File: config.mk
export PLATFORM = sky130hd
export DESIGN_NAME = load_store_unit
export DESIGN_NICKNAME = d
export VERILOG_FILES = /design/src/rtl/load_store_unit.sv
export SDC_FILE = /design/constraint.sdc
export NUM_CORES = 1
export LEC_CHECK = 0
export CORE_UTILIZATION = 25
export CTS_BUF_LIST = sky130_fd_sc_hd__clkbuf_4 sky130_fd_sc_hd__clkbuf_8
export CTS_CLUSTER_DIAMETER = 100
export DETAILED_ROUTE_END_ITERATION = 7
export PLACE_DENSITY = 0.59
export SKIP_LAST_GASP = 1
export SLEW_MARGIN = 25
export SYNTH_ARGS = -nofsm -noshare
export SYNTH_HDL_FRONTEND = slang
export SYNTH_SLANG_ARGS = --single-unit
export TNS_END_PERCENT = 20
File: constraint.sdc
create_clock -name clk -period 2.83 [get_ports clk]
set_input_delay 0.7075 -clock clk [delete_from_list [all_inputs] [get_ports clk]]
set_output_delay 0.7075 -clock clk [all_outputs]
set_load 0.1 [all_outputs]
File: src/rtl/load_store_unit.sv
// Memory-access stage: D-form EA generation, byte/half/word/doubleword loads and stores
// against a 64-bit word-addressed memory. Define LSU_MISALIGN_TRAP_EN to fault misaligned EAs.
module load_store_unit #(
    parameter int ADDR_BITS = 7
) (
    input  logic        clk,
    input  logic        rst_n,
    input  logic        req_valid,
    output logic        req_ready,
    input  logic        req_store,
    input  logic [1:0]  req_size,
    input  logic        req_signed,
    input  logic [63:0] req_base,
    input  logic [15:0] req_disp,
    input  logic [63:0] req_wdata,
    output logic        resp_valid,
    input  logic        resp_ready,
    output logic [63:0] resp_rdata,
    output logic        resp_error,
    output logic        mem_read,
    output logic [63:0] mem_read_address,
    input  logic [63:0] mem_read_data,
    output logic        mem_write,
    output logic [63:0] mem_write_address,
    output logic [63:0] mem_write_data
);

    typedef enum logic [1:0] {
        IDLE  = 2'd0,
        READ  = 2'd1,
        WRITE = 2'd2,
        RESP  = 2'd3
    } state_t;

    state_t               state_q, state_d;
    logic [ADDR_BITS-1:0] idx_q, idx_d;
    logic [63:0]          wr_data_q, wr_data_d;
    logic [63:0]          rdata_q, rdata_d;
    logic                 req_ready_q, req_ready_d;
    logic                 resp_valid_q, resp_valid_d;
    logic                 resp_error_q, resp_error_d;
    logic                 mem_read_q, mem_read_d;
    logic                 mem_write_q, mem_write_d;

    logic [2:0]           off_q, off_d;
    logic [1:0]           size_q, size_d;
    logic                 sgn_q, sgn_d;
    logic                 store_q, store_d;
    logic                 err_q, err_d;
    logic [63:0]          wdata_q, wdata_d;

    logic [63:0]          ea;
    logic [ADDR_BITS+2:0] ea_lo;
    logic [2:0]           amask;
    logic                 range_fault;
    logic                 misalign;
    logic                 fault;

    function automatic logic [2:0] align_mask(input logic [1:0] size);
        case (size)
            2'd0:    align_mask = 3'b000;
            2'd1:    align_mask = 3'b001;
            2'd2:    align_mask = 3'b011;
            default: align_mask = 3'b111;
        endcase
    endfunction

    // Big-endian lanes: shift the addressed byte to the top, then take the top size bytes.
    function automatic logic [63:0] load_extract(input logic [63:0] word, input logic [2:0] off,
                                                 input logic [1:0] size, input logic sgn);
        logic [63:0] shifted;
        shifted = word << {off, 3'b000};
        case (size)
            2'd0:    load_extract = {{56{sgn & shifted[63]}}, shifted[63:56]};
            2'd1:    load_extract = {{48{sgn & shifted[63]}}, shifted[63:48]};
            2'd2:    load_extract = {{32{sgn & shifted[63]}}, shifted[63:32]};
            default: load_extract = shifted;
        endcase
    endfunction

    function automatic logic [63:0] store_merge(input logic [63:0] old, input logic [63:0] wdata,
                                                input logic [2:0] off, input logic [1:0] size);
        logic [63:0] lane_mask;
        logic [63:0] lane_data;
        case (size)
            2'd0: begin
                lane_mask = {8'hFF, 56'd0};
                lane_data = {wdata[7:0], 56'd0};
            end
            2'd1: begin
                lane_mask = {16'hFFFF, 48'd0};
                lane_data = {wdata[15:0], 48'd0};
            end
            2'd2: begin
                lane_mask = {32'hFFFF_FFFF, 32'd0};
                lane_data = {wdata[31:0], 32'd0};
            end
            default: begin
                lane_mask = '1;
                lane_data = wdata;
            end
        endcase
        lane_mask   = lane_mask >> {off, 3'b000};
        lane_data   = lane_data >> {off, 3'b000};
        store_merge = (old & ~lane_mask) | lane_data;
    endfunction

    always_comb begin
        ea          = req_base + {{48{req_disp[15]}}, req_disp};
        amask       = align_mask(req_size);
        range_fault = |(ea >> (ADDR_BITS + 3));
`ifdef LSU_MISALIGN_TRAP_EN
        ea_lo       = ea[ADDR_BITS+2:0];
        misalign    = |(ea[2:0] & amask);
`else
        ea_lo       = {ea[ADDR_BITS+2:3], ea[2:0] & ~amask};
        misalign    = 1'b0;
`endif
        fault       = range_fault | misalign;
    end

    always_comb begin
        state_d   = state_q;
        idx_d     = idx_q;
        wr_data_d = wr_data_q;
        rdata_d   = rdata_q;
        off_d     = off_q;
        size_d    = size_q;
        sgn_d     = sgn_q;
        store_d   = store_q;
        err_d     = err_q;
        wdata_d   = wdata_q;

        case (state_q)
            IDLE: begin
                if (req_valid) begin
                    idx_d   = ea_lo[ADDR_BITS+2:3];
                    off_d   = ea_lo[2:0];
                    size_d  = req_size;
                    sgn_d   = req_signed;
                    store_d = req_store;
                    wdata_d = req_wdata;
                    err_d   = fault;
                    rdata_d = '0;
                    if (fault) begin
                        state_d = RESP;
                    end else if (req_store && req_size == 2'b11) begin
                        // Full doubleword store needs no read-back.
                        wr_data_d = req_wdata;
                        state_d   = WRITE;
                    end else begin
                        state_d = READ;
                    end
                end
            end
            READ: begin
                if (store_q) begin
                    wr_data_d = store_merge(mem_read_data, wdata_q, off_q, size_q);
                    state_d   = WRITE;
                end else begin
                    rdata_d = load_extract(mem_read_data, off_q, size_q, sgn_q);
                    state_d = RESP;
                end
            end
            WRITE: state_d = RESP;
            RESP: begin
                if (resp_ready) begin
                    state_d = IDLE;
                end
            end
            default: state_d = IDLE;
        endcase

        req_ready_d  = (state_d == IDLE);
        resp_valid_d = (state_d == RESP);
        resp_error_d = (state_d == RESP) & err_d;
        mem_read_d   = (state_d == READ);
        mem_write_d  = (state_d == WRITE);
    end

    always_ff @(posedge clk or negedge rst_n) begin
        if (!rst_n) begin
            state_q      <= IDLE;
            idx_q        <= '0;
            wr_data_q    <= '0;
            rdata_q      <= '0;
            req_ready_q  <= 1'b1;
            resp_valid_q <= 1'b0;
            resp_error_q <= 1'b0;
            mem_read_q   <= 1'b0;
            mem_write_q  <= 1'b0;
        end else begin
            state_q      <= state_d;
            idx_q        <= idx_d;
            wr_data_q    <= wr_data_d;
            rdata_q      <= rdata_d;
            req_ready_q  <= req_ready_d;
            resp_valid_q <= resp_valid_d;
            resp_error_q <= resp_error_d;
            mem_read_q   <= mem_read_d;
            mem_write_q  <= mem_write_d;
        end
    end

    // Captured request fields only matter after an accept, so they carry no reset.
    always_ff @(posedge clk) begin
        off_q   <= off_d;
        size_q  <= size_d;
        sgn_q   <= sgn_d;
        store_q <= store_d;
        err_q   <= err_d;
        wdata_q <= wdata_d;
    end

    assign req_ready         = req_ready_q;
    assign resp_valid        = resp_valid_q;
    assign resp_rdata        = rdata_q;
    assign resp_error        = resp_error_q;
    assign mem_read          = mem_read_q;
    assign mem_write         = mem_write_q;
    assign mem_read_address  = {{(64-ADDR_BITS){1'b0}}, idx_q};
    assign mem_write_address = {{(64-ADDR_BITS){1'b0}}, idx_q};
    assign mem_write_data    = wr_data_q;

endmodule

==> results.yml <==
synthesis:
  muxShareOfSynthArea: 0.157
  seq_area_frac_synth: 0.303
  avgSynthCellArea_um2: 8.47
  synth_area_leaders: "dfrtp_1 (19%), edfxtp_1 (11%), nand2_1 (6.0%)"
  yosys.area_share.xor_xnor: 0.0135
  ys_ff_latch: 214
  ys.warnings.count: 0
  synth-simple-area-share: 0.164
  netlist_instances: 2228
  synth_top_family_by_area: "compound AO/OA/AOI/OAI gates"
  synth_fa_ha_area_frac: 0.0428
  synth-compound-area-share: 0.235
  synth_edf_count: 71
  ys.flop_type: "dfrtp_1"
  yosysTopAreaCell: "dfrtp_1"
  synth.distinct_cells: 84
  async_reset_ff_frac: 0.664
  synth_top_area_frac: 0.187
  synth_area_um2: 18900
floorplan:
  start_util: 0.253
  rows: 100
  boundaryPins: 477
  die-area_um2: 76600
  dieWidth_um: 277
  core-area_um2: 74600
  die_h_um: 277
clock_tree:
  cts_hold_buf: 0
  clock-sinks: 214
  cts_tree: "built"
  cts_inserted_buffers: 35
  cts_buffer_depth: 3
  h-tree-depth: 2
  clkTransAtPathRegs_ns: 0.07
  root_buffer: "clkbuf_8"
  worstSkewPairLatency_ns: 0.59
power:
  peakVddDrop_v: 0.000623
  power_density_nw_per_um2: 809
  finalPower_mw: 24.9
  p_leak_nw: 13.6
routing:
  via_per_inst: 5.20
  dr.first_iter.drc_count: 2108
  vias: 21800
  drt-total-wl_um: 99600
  first_pass_iters: 6
  wl_per_cell_um: 23.8
  antenna_left: 0
  drcViolationCount: 0
placed_design:
  dp.cells: 4027
  place_ws_ns: -2.82
  place.gp.congestion: 1.01
  numPortBuffers: 362
  dp_hpwl_um: 78900
  dpl_cell_area_um2: 27300
min_path:
  hp-class: "input pin to async pin"
layout:
  final_cell_count_no_fill: 4185
  drive_above_1_share: 0.407
  regArea_um2: 5710
  num-fill-cells: 7442
  syn2layout_area_growth_pct: 63.1
  multi_input_area_um2: 13700
  final_util: 0.413
  fin_nets: 3468
  layout_commonest_cell: "buf_4"
  fin_area_um2: 30800
  layout_common_cells: "buf_4 (802), nand2_1 (286), o21ai_0 (190)"
sta:
  rsz0062_at_grt: "true"
  finClkSkew_ns: 0.0400
  worstMarginPinSlew_ns: 1.02
  post-route-min-period_ns: 4.49
  slew_viol_final: 0
  hold_violations: 0
  timing.final.ws_setup_ns: -1.66
  slew_headroom: 0.313
  fmax_mhz: 222
  min_period_over_period: 1.59
  setup_viol_count_final: 71
setup_path:
  arrival_ns: 4.96
  path_class: "input pin to flop"
  timing.rr.start: "size_q[0]"
  reg2reg_depth: 10
  cp-start-kind: "input pin"
  r2r_slack_ns: 0
  end_kind: "flop"
  r2r-end: "mem_write_data[23]"
  crit_required_ns: 3.30
  cp_max_fo: 11
global_routing:
  antenna_found_initial: 6
  grt_first_pass_wirelength_um: 142000
  track_usage: 0.248
  grt_pass1_vias: 21300
  grt_max_degree: 66
  grt_overflow: 0
flow_run:
  maxCapViolations: 0
run_status:
  violations: "negative setup slack"
  outcome: "finished with violations"
-- through the flow --
| stage | setup TNS, ns | hold slack, ns |
|---|---|---|
| after CTS | -115.90 | 0.0508 |
| after global placement | -211.97 | 0.437 |
| final | -109.45 | 0.0519 |
| after floorplan | -115.83 | 0.412 |
| after global routing | -126.40 | 0.0742 |
| after detailed placement | -208.86 | 0.445 |
-- synthesized netlist by cell type (29+ instances only) --
cell and n:
o21ai_0 219, nor2_1 194, mux2i_1 99, mux4_2 29, clkbuf_1 103, nor3_1 29
nand3_1 31, ha_1 63, mux2_2 51, a21oi_1 178, o211ai_1 38, nand2_1 304
mux2_4 49, buf_4 123, a22o_1 39, dfrtp_1 141, nand4_1 43, edfxtp_1 71
-- flip-flops by register name (all words and copies together), names as in the netlist --
signal / cells
err_q: 1
idx_q: 7
mem_read: 1
mem_write: 1
mem_write_data: 64
off_q: 3
req_ready: 1
resp_error: 1
resp_rdata: 64
resp_valid: 1
sgn_q: 1
size_q: 2
state_q: 2
store_q: 1
wdata_q: 64
-- critical path, stage by stage --
cell and delay [ns]:
buf_4 0.11, ha_4 0.20, inv_2 0.06, fa_2 0.39
nor2b_4 0.15, buf_6 0.10, o22a_1 0.21, nand3_4 0.12
a2111oi_4 0.35, o31a_1 0.26, a21oi_2 0.09, xnor2_1 0.13
or4_4 0.53, nor4_4 0.14, nand4_1 0.23, nor4_2 0.19
buf_4 0.16, o21bai_4 0.08, buf_12 0.16, bufbuf_16 0.29
mux2_4 0.29
-- kinds of logic (layout without fill, tap and decap cells) --
kind of cell	count (synthesis)	count (layout)
AOI/OAI and AO/OA	705	705
xor gates and xnor gates	29	29
adders and majority gates	64	64
buffers and inverters	289	1163
DFF	214	214
muxes	228	228
other	1	115
and+or+nand+nor	698	698
-- area by class of cell --
cell class,instances,area share
clock buffer,51,0.0204
inverter,15,0.00187
tap,969,0.0394
multi-input combinational,1838,0.447
sequential,214,0.185
timing repair buffer,1084,0.301
antenna,1,0.0000813
clock inverter,13,0.00496
-- layer usage --
layer / GRT usage / routed length (um)
met1: 0.315 / 40700
met2: 0.418 / 46900
met3: 0.0320 / 6920
met4: 0.116 / 5030
met5: 0 / 13
-- power breakdown --
group          internal [mW]  switching [mW]  leakage, nW  total [mW]
logic                   4.98            11.8         10.7        16.7
registers               4.25           0.790         2.45        5.04
clock network           1.72            1.38        0.410        3.10
-- repair_timing --
action | CTS | global route
pin swaps | 103 | 49
setup buffers | 68 | 21
resized for setup | 342 | 107
gates cloned | 6 | 2
setup endpoints to repair | 71 | 78
-- worst max path at each step --
stage                 start            endpoint  cells past startpoint
2_1_floorplan   req_base[0]  mem_write_data[15]                     18
3_3_place_gp    req_disp[0]  mem_write_data[63]                     21
3_5_place_dp    req_disp[0]  mem_write_data[37]                     19
4_1_cts        req_disp[15]  mem_write_data[36]                     21
5_1_grt        req_base[22]  mem_write_data[52]                     23
6_report        req_disp[0]  mem_write_data[52]                     21
No activity file was read; power rests on OpenSTA's default activity.
